<file path="src/rtl/vga_timing_pkg.sv">
// XGA raster constants, count type and total-width checks
// shared by the timing source and the drawing stages.
package vga_timing_pkg;

   localparam int CNT_W   = 11;
   localparam int CNT_MAX = (1 << CNT_W) - 1;

   localparam int H_ACTIVE = 1024;
   localparam int H_FP     = 24;
   localparam int H_SYNC   = 136;
   localparam int H_BP     = 160;
   localparam int H_TOTAL  = H_ACTIVE + H_FP + H_SYNC + H_BP;

   localparam int V_ACTIVE = 768;
   localparam int V_FP     = 3;
   localparam int V_SYNC   = 6;
   localparam int V_BP     = 29;
   localparam int V_TOTAL  = V_ACTIVE + V_FP + V_SYNC + V_BP;

   localparam int H_SYNC_START = H_ACTIVE + H_FP;
   localparam int H_SYNC_END   = H_SYNC_START + H_SYNC - 1;
   localparam int V_SYNC_START = V_ACTIVE + V_FP;
   localparam int V_SYNC_END   = V_SYNC_START + V_SYNC - 1;

   localparam logic SYNC_ACT = 1'b1;

   typedef logic [CNT_W-1:0] cnt_t;

   // A total must be representable by the count type.
   function automatic bit total_fits(int total);
      return (total >= 1) && (total <= CNT_MAX);
   endfunction

   localparam bit XGA_FITS = total_fits(H_TOTAL)
                          && total_fits(V_TOTAL);

endpackage

</file>
<file path="src/rtl/vga_timing_if.sv">
// Raster timing bundle: counters, syncs, blanks, frame pulse.
// master drives it (timing source), slave reads it (draw stages).
interface vga_timing_if;
   import vga_timing_pkg::*;

   cnt_t hcount;
   logic hsync;
   logic hblnk;
   cnt_t vcount;
   logic vsync;
   logic vblnk;
   logic frame_start;

   modport master (
      output hcount, hsync, hblnk,
      output vcount, vsync, vblnk,
      output frame_start
   );

   modport slave (
      input hcount, hsync, hblnk,
      input vcount, vsync, vblnk,
      input frame_start
   );

endinterface

</file>
<file path="src/rtl/vga_axis_counter.sv">
// One raster axis: wrapping counter with advance enable.
// Ports: clk_i, rst_i (async high), en_i advance; cnt_o count,
// blnk_o (count >= ACTIVE), sync_o, wrap_o (count at last value).
module vga_axis_counter
   import vga_timing_pkg::*;
#(
   parameter int   ACTIVE  = H_ACTIVE,
   parameter int   FP      = H_FP,
   parameter int   SYNC    = H_SYNC,
   parameter int   BP      = H_BP,
   parameter logic ACT_LVL = SYNC_ACT
) (
   input  logic clk_i,
   input  logic rst_i,
   input  logic en_i,
   output cnt_t cnt_o,
   output logic blnk_o,
   output logic sync_o,
   output logic wrap_o
);

   localparam int   TOTAL = ACTIVE + FP + SYNC + BP;
   localparam cnt_t LAST  = cnt_t'(TOTAL - 1);
   localparam cnt_t ACT_C = cnt_t'(ACTIVE);
   localparam cnt_t SS_C  = cnt_t'(ACTIVE + FP);
   localparam cnt_t SE_C  = cnt_t'(ACTIVE + FP + SYNC - 1);

   if (!total_fits(TOTAL)) begin : g_bad_total
      $error("vga_axis_counter: total exceeds count width");
   end

   cnt_t cnt_q, cnt_d;
   logic blnk_q, blnk_d;
   logic sync_q, sync_d;
   logic last;

   assign last = (cnt_q == LAST);

   // Flags come from the next count so they stay
   // aligned with the count they are registered with.
   always_comb begin
      cnt_d = cnt_q;
      if (en_i) begin
         cnt_d = last ? '0 : cnt_q + cnt_t'(1);
      end
      blnk_d = (cnt_d >= ACT_C);
      sync_d = ((cnt_d >= SS_C) && (cnt_d <= SE_C))
             ? ACT_LVL : ~ACT_LVL;
   end

   always_ff @(posedge clk_i or posedge rst_i) begin
      if (rst_i) begin
         cnt_q  <= '0;
         blnk_q <= 1'b0;
         sync_q <= ~ACT_LVL;
      end else begin
         cnt_q  <= cnt_d;
         blnk_q <= blnk_d;
         sync_q <= sync_d;
      end
   end

   assign cnt_o  = cnt_q;
   assign blnk_o = blnk_q;
   assign sync_o = sync_q;
   assign wrap_o = last;

endmodule

</file>
<file path="src/rtl/vga_timing.sv">
// Raster timing source: horizontal/vertical counters, syncs,
// blanks and frame pulse. Ports: pclk, rst (async high), vga (master).
module vga_timing #(
   parameter int   H_ACTIVE = vga_timing_pkg::H_ACTIVE,
   parameter int   H_FP     = vga_timing_pkg::H_FP,
   parameter int   H_SYNC   = vga_timing_pkg::H_SYNC,
   parameter int   H_BP     = vga_timing_pkg::H_BP,
   parameter int   V_ACTIVE = vga_timing_pkg::V_ACTIVE,
   parameter int   V_FP     = vga_timing_pkg::V_FP,
   parameter int   V_SYNC   = vga_timing_pkg::V_SYNC,
   parameter int   V_BP     = vga_timing_pkg::V_BP,
   parameter logic SYNC_ACT = vga_timing_pkg::SYNC_ACT
) (
   input  logic         pclk,
   input  logic         rst,
   vga_timing_if.master vga
);
   import vga_timing_pkg::*;

   if (!XGA_FITS) begin : g_bad_xga
      $error("vga_timing: XGA totals exceed count width");
   end

   cnt_t h_cnt, v_cnt;
   logic h_blnk, h_sync, h_wrap;
   logic v_blnk, v_sync, v_wrap;
   logic fs_q, fs_d;

   vga_axis_counter #(
      .ACTIVE  (H_ACTIVE),
      .FP      (H_FP),
      .SYNC    (H_SYNC),
      .BP      (H_BP),
      .ACT_LVL (SYNC_ACT)
   ) u_h (
      .clk_i  (pclk),
      .rst_i  (rst),
      .en_i   (1'b1),
      .cnt_o  (h_cnt),
      .blnk_o (h_blnk),
      .sync_o (h_sync),
      .wrap_o (h_wrap)
   );

   // Vertical advances on the horizontal carry, so vsync
   // and vblnk change only where hcount returns to 0.
   vga_axis_counter #(
      .ACTIVE  (V_ACTIVE),
      .FP      (V_FP),
      .SYNC    (V_SYNC),
      .BP      (V_BP),
      .ACT_LVL (SYNC_ACT)
   ) u_v (
      .clk_i  (pclk),
      .rst_i  (rst),
      .en_i   (h_wrap),
      .cnt_o  (v_cnt),
      .blnk_o (v_blnk),
      .sync_o (v_sync),
      .wrap_o (v_wrap)
   );

   // Next position is (0,0) exactly when both axes wrap.
   assign fs_d = h_wrap & v_wrap;

   always_ff @(posedge pclk or posedge rst) begin
      if (rst) begin
         fs_q <= 1'b1;
      end else begin
         fs_q <= fs_d;
      end
   end

   assign vga.hcount      = h_cnt;
   assign vga.hsync       = h_sync;
   assign vga.hblnk       = h_blnk;
   assign vga.vcount      = v_cnt;
   assign vga.vsync       = v_sync;
   assign vga.vblnk       = v_blnk;
   assign vga.frame_start = fs_q;

endmodule
</file>
<file path="src/flat_wrapper.sv">
// flat-port wrapper written by rule: the top's interface ports become plain ports
module vga_timing_flat import vga_timing_pkg::*;
#(
   parameter int   H_ACTIVE = vga_timing_pkg::H_ACTIVE,
   parameter int   H_FP     = vga_timing_pkg::H_FP,
   parameter int   H_SYNC   = vga_timing_pkg::H_SYNC,
   parameter int   H_BP     = vga_timing_pkg::H_BP,
   parameter int   V_ACTIVE = vga_timing_pkg::V_ACTIVE,
   parameter int   V_FP     = vga_timing_pkg::V_FP,
   parameter int   V_SYNC   = vga_timing_pkg::V_SYNC,
   parameter int   V_BP     = vga_timing_pkg::V_BP,
   parameter logic SYNC_ACT = vga_timing_pkg::SYNC_ACT
)
  (pclk, rst, vga_hcount, vga_hsync, vga_hblnk, vga_vcount, vga_vsync, vga_vblnk, vga_frame_start);
  vga_timing_if vga_i ();
  input  logic pclk;
  input  logic rst;
  output wire logic [$bits(vga_i.hcount)-1:0] vga_hcount;
  output wire logic [$bits(vga_i.hsync)-1:0] vga_hsync;
  output wire logic [$bits(vga_i.hblnk)-1:0] vga_hblnk;
  output wire logic [$bits(vga_i.vcount)-1:0] vga_vcount;
  output wire logic [$bits(vga_i.vsync)-1:0] vga_vsync;
  output wire logic [$bits(vga_i.vblnk)-1:0] vga_vblnk;
  output wire logic [$bits(vga_i.frame_start)-1:0] vga_frame_start;
  assign vga_hcount = vga_i.hcount;
  assign vga_hsync = vga_i.hsync;
  assign vga_hblnk = vga_i.hblnk;
  assign vga_vcount = vga_i.vcount;
  assign vga_vsync = vga_i.vsync;
  assign vga_vblnk = vga_i.vblnk;
  assign vga_frame_start = vga_i.frame_start;
  vga_timing #(.H_ACTIVE(H_ACTIVE), .H_FP(H_FP), .H_SYNC(H_SYNC), .H_BP(H_BP), .V_ACTIVE(V_ACTIVE), .V_FP(V_FP), .V_SYNC(V_SYNC), .V_BP(V_BP), .SYNC_ACT(SYNC_ACT)) u_core (.pclk(pclk), .rst(rst), .vga(vga_i));
endmodule
</file>
<file path="config.mk">
export PLATFORM = sky130hd
export DESIGN_NAME = vga_timing_flat
export DESIGN_NICKNAME = d
export VERILOG_FILES = /design/src/rtl/vga_timing_pkg.sv /design/src/rtl/vga_timing_if.sv /design/src/rtl/vga_axis_counter.sv /design/src/rtl/vga_timing.sv /design/src/flat_wrapper.sv
export SDC_FILE = /design/constraint.sdc
export NUM_CORES = 1
export LEC_CHECK = 0
export CORE_MARGIN = 3
export CORE_UTILIZATION = 51
export CTS_CLUSTER_DIAMETER = 120
export DETAILED_ROUTE_END_ITERATION = 16
export PLACE_DENSITY = 0.74
export SLEW_MARGIN = 20
export SYNTH_ARGS = -nofsm -noshare
export SYNTH_HDL_FRONTEND = slang
export SYNTH_HIERARCHICAL = 1
export SYNTH_SLANG_ARGS = --single-unit
</file>
<file path="constraint.sdc">
create_clock -name pclk -period 6.1 [get_ports pclk]
set_input_delay 1.83 -clock pclk [delete_from_list [all_inputs] [get_ports pclk]]
set_output_delay 1.83 -clock pclk [all_outputs]
set_load 0.05 [all_outputs]
</file>
-- Word-level counts from Yosys, hierarchy flattened
Cells that the tools add are included.
- output and inout port bits: 27
- word-level logic and storage cells: 25
- flip-flop bits (word level): 27
- input port bits: 2
- add/subtract/negate cells: 2
- bitwise logic cells: 1
- multiplexer cells: 5
- equal/unequal tests: 2
- magnitude comparators: 6
- reductions and logical operators: 2
- operator list (operator ; number):
    two-way mux 11 bit ; 3
    adder 11 x 1 -> 11 bit (second input constant) ; 2
    >= comparator 11 x 10 -> 1 bit (second input constant) ; 2
    >= comparator 11 bit (second input constant) ; 2
    == test 11 x 10 -> 1 bit (second input constant) ; 1
    == test 11 bit (second input constant) ; 1
    <= comparator 11 x 10 -> 1 bit (second input constant) ; 1
    <= comparator 11 bit (second input constant) ; 1
    logical AND 1 bit ; 2
    two-way mux 1 bit ; 2
    AND 1 bit ; 1

-- Logic depth before layout (Yosys ltp)
- word-level depth: 6
- gate-level depth with buffers: 10
- mapped depth without buffers: 8

-- Modules after synthesis
The synthesis kept the hierarchy.
- by module, submodules not included (module ; instances ; seq. area each (µm²) ; cells an instance ; area each (µm²)):
    vga_axis_counter at u_core.u_v ; 1 ; 325.3 ; 92 ; 822.0
    vga_axis_counter at u_core.u_h ; 1 ; 325.3 ; 82 ; 755.7
    vga_timing ; 1 ; 26.3 ; 4 ; 40.0

-- Worst setup path before layout
No wires, ideal clock.
- path type: reg2reg
- start: register u_core.u_h.cnt_q[7], in the netlist u_core/u_h/cnt_o[7]
- end: register u_core.u_v.sync_q, in the netlist u_core/u_v/sync_o
- data arrival time: 2.822 ns
- path buffers: 1
- stages on the path, launching flop included: 10
- required time: 6.004 ns
- clock period less this slack: 2.918 ns
- slack: 3.182 ns
- library setup time: 0.096 ns
- cells stage by stage: dfrtp_1 > buf_2 > or4b_4 > nor2_1 > and3_1 > nand3_1 > nor4_1 > xnor2_1 > o21ai_0 > nor4_2
- longest elaborated chain between the ends: 5
- elaborated cells between the ends (all ways): 6
- those cells by class: 2 x order compare; 1 x eq/ne; 2 x mux; 1 x reduce/logical
- RTL lines (what ; RTL line ; source):
    from (decl) ; vga_axis_counter.sv:32 ; cnt_t cnt_q, cnt_d;
    from (signal assigned) ; vga_axis_counter.sv:57 ; cnt_q <= cnt_d;
    == test 11 bit (*) ; vga_axis_counter.sv:37 ; assign last = (cnt_q == LAST);
    net u_core.h_wrap ; vga_timing.sv:25 ; logic h_blnk, h_sync, h_wrap;
    two-way mux 11 bit (*) ; vga_axis_counter.sv:43 ; if (en_i) begin
    >= comparator 11 x 10 -> 1 bit / <= comparator 11 x 10 -> 1 bit (equally long branches) ; vga_axis_counter.sv:47 ; sync_d = ((cnt_d >= SS_C) && (cnt_d <= SE_C))
    logical AND 1 bit (*) ; vga_axis_counter.sv:47 ;
    two-way mux 1 bit (*) ; vga_axis_counter.sv:48 ; ? ACT_LVL : ~ACT_LVL;
    net u_core.u_v.sync_d ; vga_axis_counter.sv:34 ; logic sync_q, sync_d;
    to (signal assigned) ; vga_axis_counter.sv:55 ; sync_q <= ~ACT_LVL;
    to (signal assigned) ; vga_axis_counter.sv:59 ; sync_q <= sync_d;
    to (decl) ; vga_axis_counter.sv:34 ;
Mark *: on every way through the listed nets, which the timed path passes. The rest lies on a longest branch.

-- Worst setup path after layout
- start: register u_core.u_v.cnt_q[2], in the netlist u_core/u_v/cnt_o[2]
- end: output port vga_vcount[2]
- RTL lines (what ; RTL line ; source):
    from (decl) ; vga_axis_counter.sv:32 ;
    from (signal assigned) ; vga_axis_counter.sv:57 ;
    to (decl) ; flat_wrapper.sv:21 ; output wire logic [$bits(vga_i.vcount)-1:0] vga_vcount;
No word-level cell between the ends.

==> reports/metrics.csv <==
stage,metric,value,unit
clock_network,h-tree-depth,1,
yosys,synth_mux_area_frac,0.00619,
grt,grt_max_degree,19,
yosys,yosys_most_used_dff,dfrtp_1,
worst_setup_path,path_class,register to primary output,
detailed_routing,first_iter_violations,97,
clock_network,cts_setup_buffers,0,
min_path,hold_class,register to register,
grt,grt_antenna_before_repair,0,
cells_and_area,nFillCells,241,
power,ir_drop,101,µV
power,p_int,275,µW
yosys,syn_area,1620,µm²
detailed_routing,final_antenna_net_count,0,
grt,grt_pass1_vias,1376,
yosys,synth_compound_area_frac,0.136,
cells_and_area,register_area,677,µm²
detailed_routing,firstDrtPassIters,4,
detailed_routing,vias_per_cell,5.73,
die,initial_utilization,0.562,
run,maxCapViolations,0,
power,clkPwrFrac,0.165,
power,p_leak,0.789,nW
yosys,avgSynthCellArea,9.09,µm²
detailed_routing,wire_per_inst,14.5,µm
die,die_x,62.3,µm
sta,timing.slew.headroom,0.647,
yosys,synth_xor_area_frac,0.0650,
sta,fmax,279,MHz
sta,setup_slack,2.51,ns
cells_and_area,multiInputGateArea,866,µm²
cells_and_area,area_growth,19.2,%
worst_setup_path,cp.required,4.27,ns
worst_setup_path,critPathLaunchType,register,
sta,hold_violations,0,
yosys,synthDistinctLibCells,50,
die,dieArea,3880,µm²
worst_setup_path,critPathSlowestCell,clkdlybuf4s50_1,
sta,period_needed,3.59,ns
place,placedCellCount,239,
worst_setup_path,crit_fanout,12,
clock_network,cts_sinks,27,
sta,rsz0062_at_grt,no,
detailed_routing,drt_wl_total,3520,µm
cells_and_area,n_antenna_cell,0,
clock_network,numCtsBuffers,3,
die,core_area,2880,µm²
place,hpwl,2610,µm
yosys,synth-edff-count,0,
power,power_frac_seq,0.506,
yosys,synthSimpleGateAreaFrac,0.302,
clock_network,path_clk_slew,0.14,ns
worst_setup_path,crit_family,buffers and inverters,
cells_and_area,layout.nets,207,
sta,drv_slew,0,
power,powerDensity,235,nW/µm²
power,p_switching,178,µW
die,core.rowCount,19,
detailed_routing,via_count,1393,
clock_network,clk_latency,0.31,ns
yosys,synth_seq_cells,27,
grt,grt_usage,0.198,
worst_setup_path,slowest_delay,0.87,ns
cells_and_area,stdcell_count,243,
place,gp_congestion,0.941,
sta,whs,0.599,ns
grt,overflow,0,
yosys,synth-adder-area-share,0.0232,
sta,setup_viol,0,
detailed_routing,drc,0,
yosys,async_flop_share,1.00,
clock_network,cts_buffer_depth,2,
clock_network,ctsRootBufferMaster,clkbuf_4,
power,switching_share,0.394,
place,dpl_worst_slack,2.82,ns
grt,grt_pass1_wl,6360,µm
sta,timing.setup.tns,0,ns
clock_network,cts_tree,yes,
sta,worstMarginPinSlew,0.530,ns
clock_network,cts_resized,0,
sta,finalCritPeriodShare,0.588,
die,die_y,62.3,µm
yosys,yosys_warnings,6,
clock_network,cts_hold_buf,0,
yosys,synth_top_family_by_area,simple AND/OR/NAND/NOR gates,
die,io_pins,29,
cells_and_area,drive_gt1_frac,0.0896,
worst_setup_path,worstPathArrival,1.76,ns
power,pwr-share-comb,0.329,
worst_setup_path,endpoint_kind,primary output,
yosys,syn_nets,183,
power,power,453,µW
sta,skew,0.00601,ns
outcome,status,finished clean,
yosys,syn_inst,178,
yosys,yosysSeqAreaShare,0.418,
place,portBuffers,28,
worst_setup_path,path_cells,clkdlybuf4s50_1,
worst_setup_path,crit_buf_inv,1,
[state kept, by name, summed over array words and instances, names as in the netlist]
register                flops
u_core/u_v/sync_o           1
u_core/u_v/cnt_o           11
u_core/u_h/cnt_o           11
u_core/u_h/blnk_o           1
u_core/u_v/blnk_o           1
u_core/u_h/sync_o           1
u_core/vga.frame_start      1
[synth_stat cells (2+ instances only)]
cell | instances | share of area
dfrtp_1 | 26 | 0.40
nand2_1 | 18 | 0.042
nor2_1 | 16 | 0.037
xnor2_1 | 10 | 0.054
nor3_1 | 8 | 0.025
inv_1 | 7 | 0.016
nand2b_1 | 7 | 0.027
nand3_1 | 6 | 0.019
nor4_1 | 6 | 0.023
o21ai_0 | 6 | 0.019
o22ai_1 | 6 | 0.023
buf_2 | 5 | 0.015
nand4_1 | 5 | 0.019
a21oi_1 | 4 | 0.012
a31o_2 | 3 | 0.016
and3_1 | 3 | 0.012
ha_1 | 3 | 0.023
a31oi_1 | 2 | 0.0077
and4_1 | 2 | 0.011
clkbuf_1 | 2 | 0.0046
o31a_1 | 2 | 0.011
or2_2 | 2 | 0.0077
xor2_1 | 2 | 0.011
[per-stage QoR]
step | util | area (µm²)
after floorplan | - | 1620
after global placement | 0.661 | 1900
after detailed placement | 0.661 | 1900
after CTS | 0.670 | 1930
after global routing | 0.670 | 1930
final | 0.670 | 1930
[logic make-up after synthesis]
logic type	Yosys count
muxes	1
xor gates and xnor gates	12
and+or+nand+nor	86
AOI/OAI and AO/OA	32
adders and majority gates	3
buffers and inverters	16
other	1
DFF	27
[final cells by class]
class,count,share of cell area
clock buffer,4,0.0136
inverter,7,0.0136
multi-input combinational,135,0.449
sequential,27,0.351
tap,42,0.0273
timing repair buffer,28,0.145
[per-layer routing]
layer	vias to the layer above	global-route usage	routed length [µm]
met2	43	0.347	1800
met5	-	0	0
li1	684	-	-
met4	0	0.0744	79
met3	10	0.0306	132
met1	656	0.247	1510
[power groups by stage]
stage | combinational (mW) | clock, mW | sequential, mW
final | 0.149 | 0.0748 | 0.229
after CTS | 0.149 | 0.0791 | 0.229
after floorplan | 0.0538 | 0 | 0.279
after global placement | 0.149 | 0 | 0.230
after global routing | 0.157 | 0.0898 | 0.234
after detailed placement | 0.149 | 0 | 0.232
[cells in the final DEF, fill, tap and decap left out, types with 3 or more instances in the layout]
| cell type | synthesis | routed |
|---|---|---|
| and3_1 | 3 | 3 |
| xnor2_1 | 10 | 10 |
| inv_1 | 7 | 7 |
| o21ai_0 | 6 | 6 |
| a31o_2 | 3 | 3 |
| nand2_1 | 18 | 18 |
| ha_1 | 3 | 3 |
| dfrtp_1 | 26 | 26 |
| nand3_1 | 6 | 6 |
| clkbuf_4 | 0 | 3 |
| nor3_1 | 8 | 8 |
| nor4_1 | 6 | 6 |
| nor2_1 | 16 | 16 |
| o22ai_1 | 6 | 6 |
| nand2b_1 | 7 | 7 |
| a21oi_1 | 4 | 4 |
| nand4_1 | 5 | 5 |
| clkdlybuf4s50_1 | 0 | 28 |
[path summary, 6_finish.rpt]
kind / from / slack, ns / cells after the start / endpoint
setup / recovery: u_core/u_v/cnt_o[2] / 2.51 / 1 / vga_vcount[2]
hold / removal: u_core/u_v/cnt_o[4] / 0.60 / 1 / u_core/u_v/cnt_o[4]
setup reg to reg: u_core/u_h/cnt_o[7] / 2.79 / 8 / u_core/u_v/sync_o
hold reg to reg: u_core/u_v/cnt_o[4] / 0.60 / 1 / u_core/u_v/cnt_o[4]
max in group asynchronous: rst / 3.87 / 2 / u_core/u_h/cnt_o[9]
min in group asynchronous: rst / 1.84 / 2 / u_core/vga.frame_start
Power figures use the tool's default switching activity.
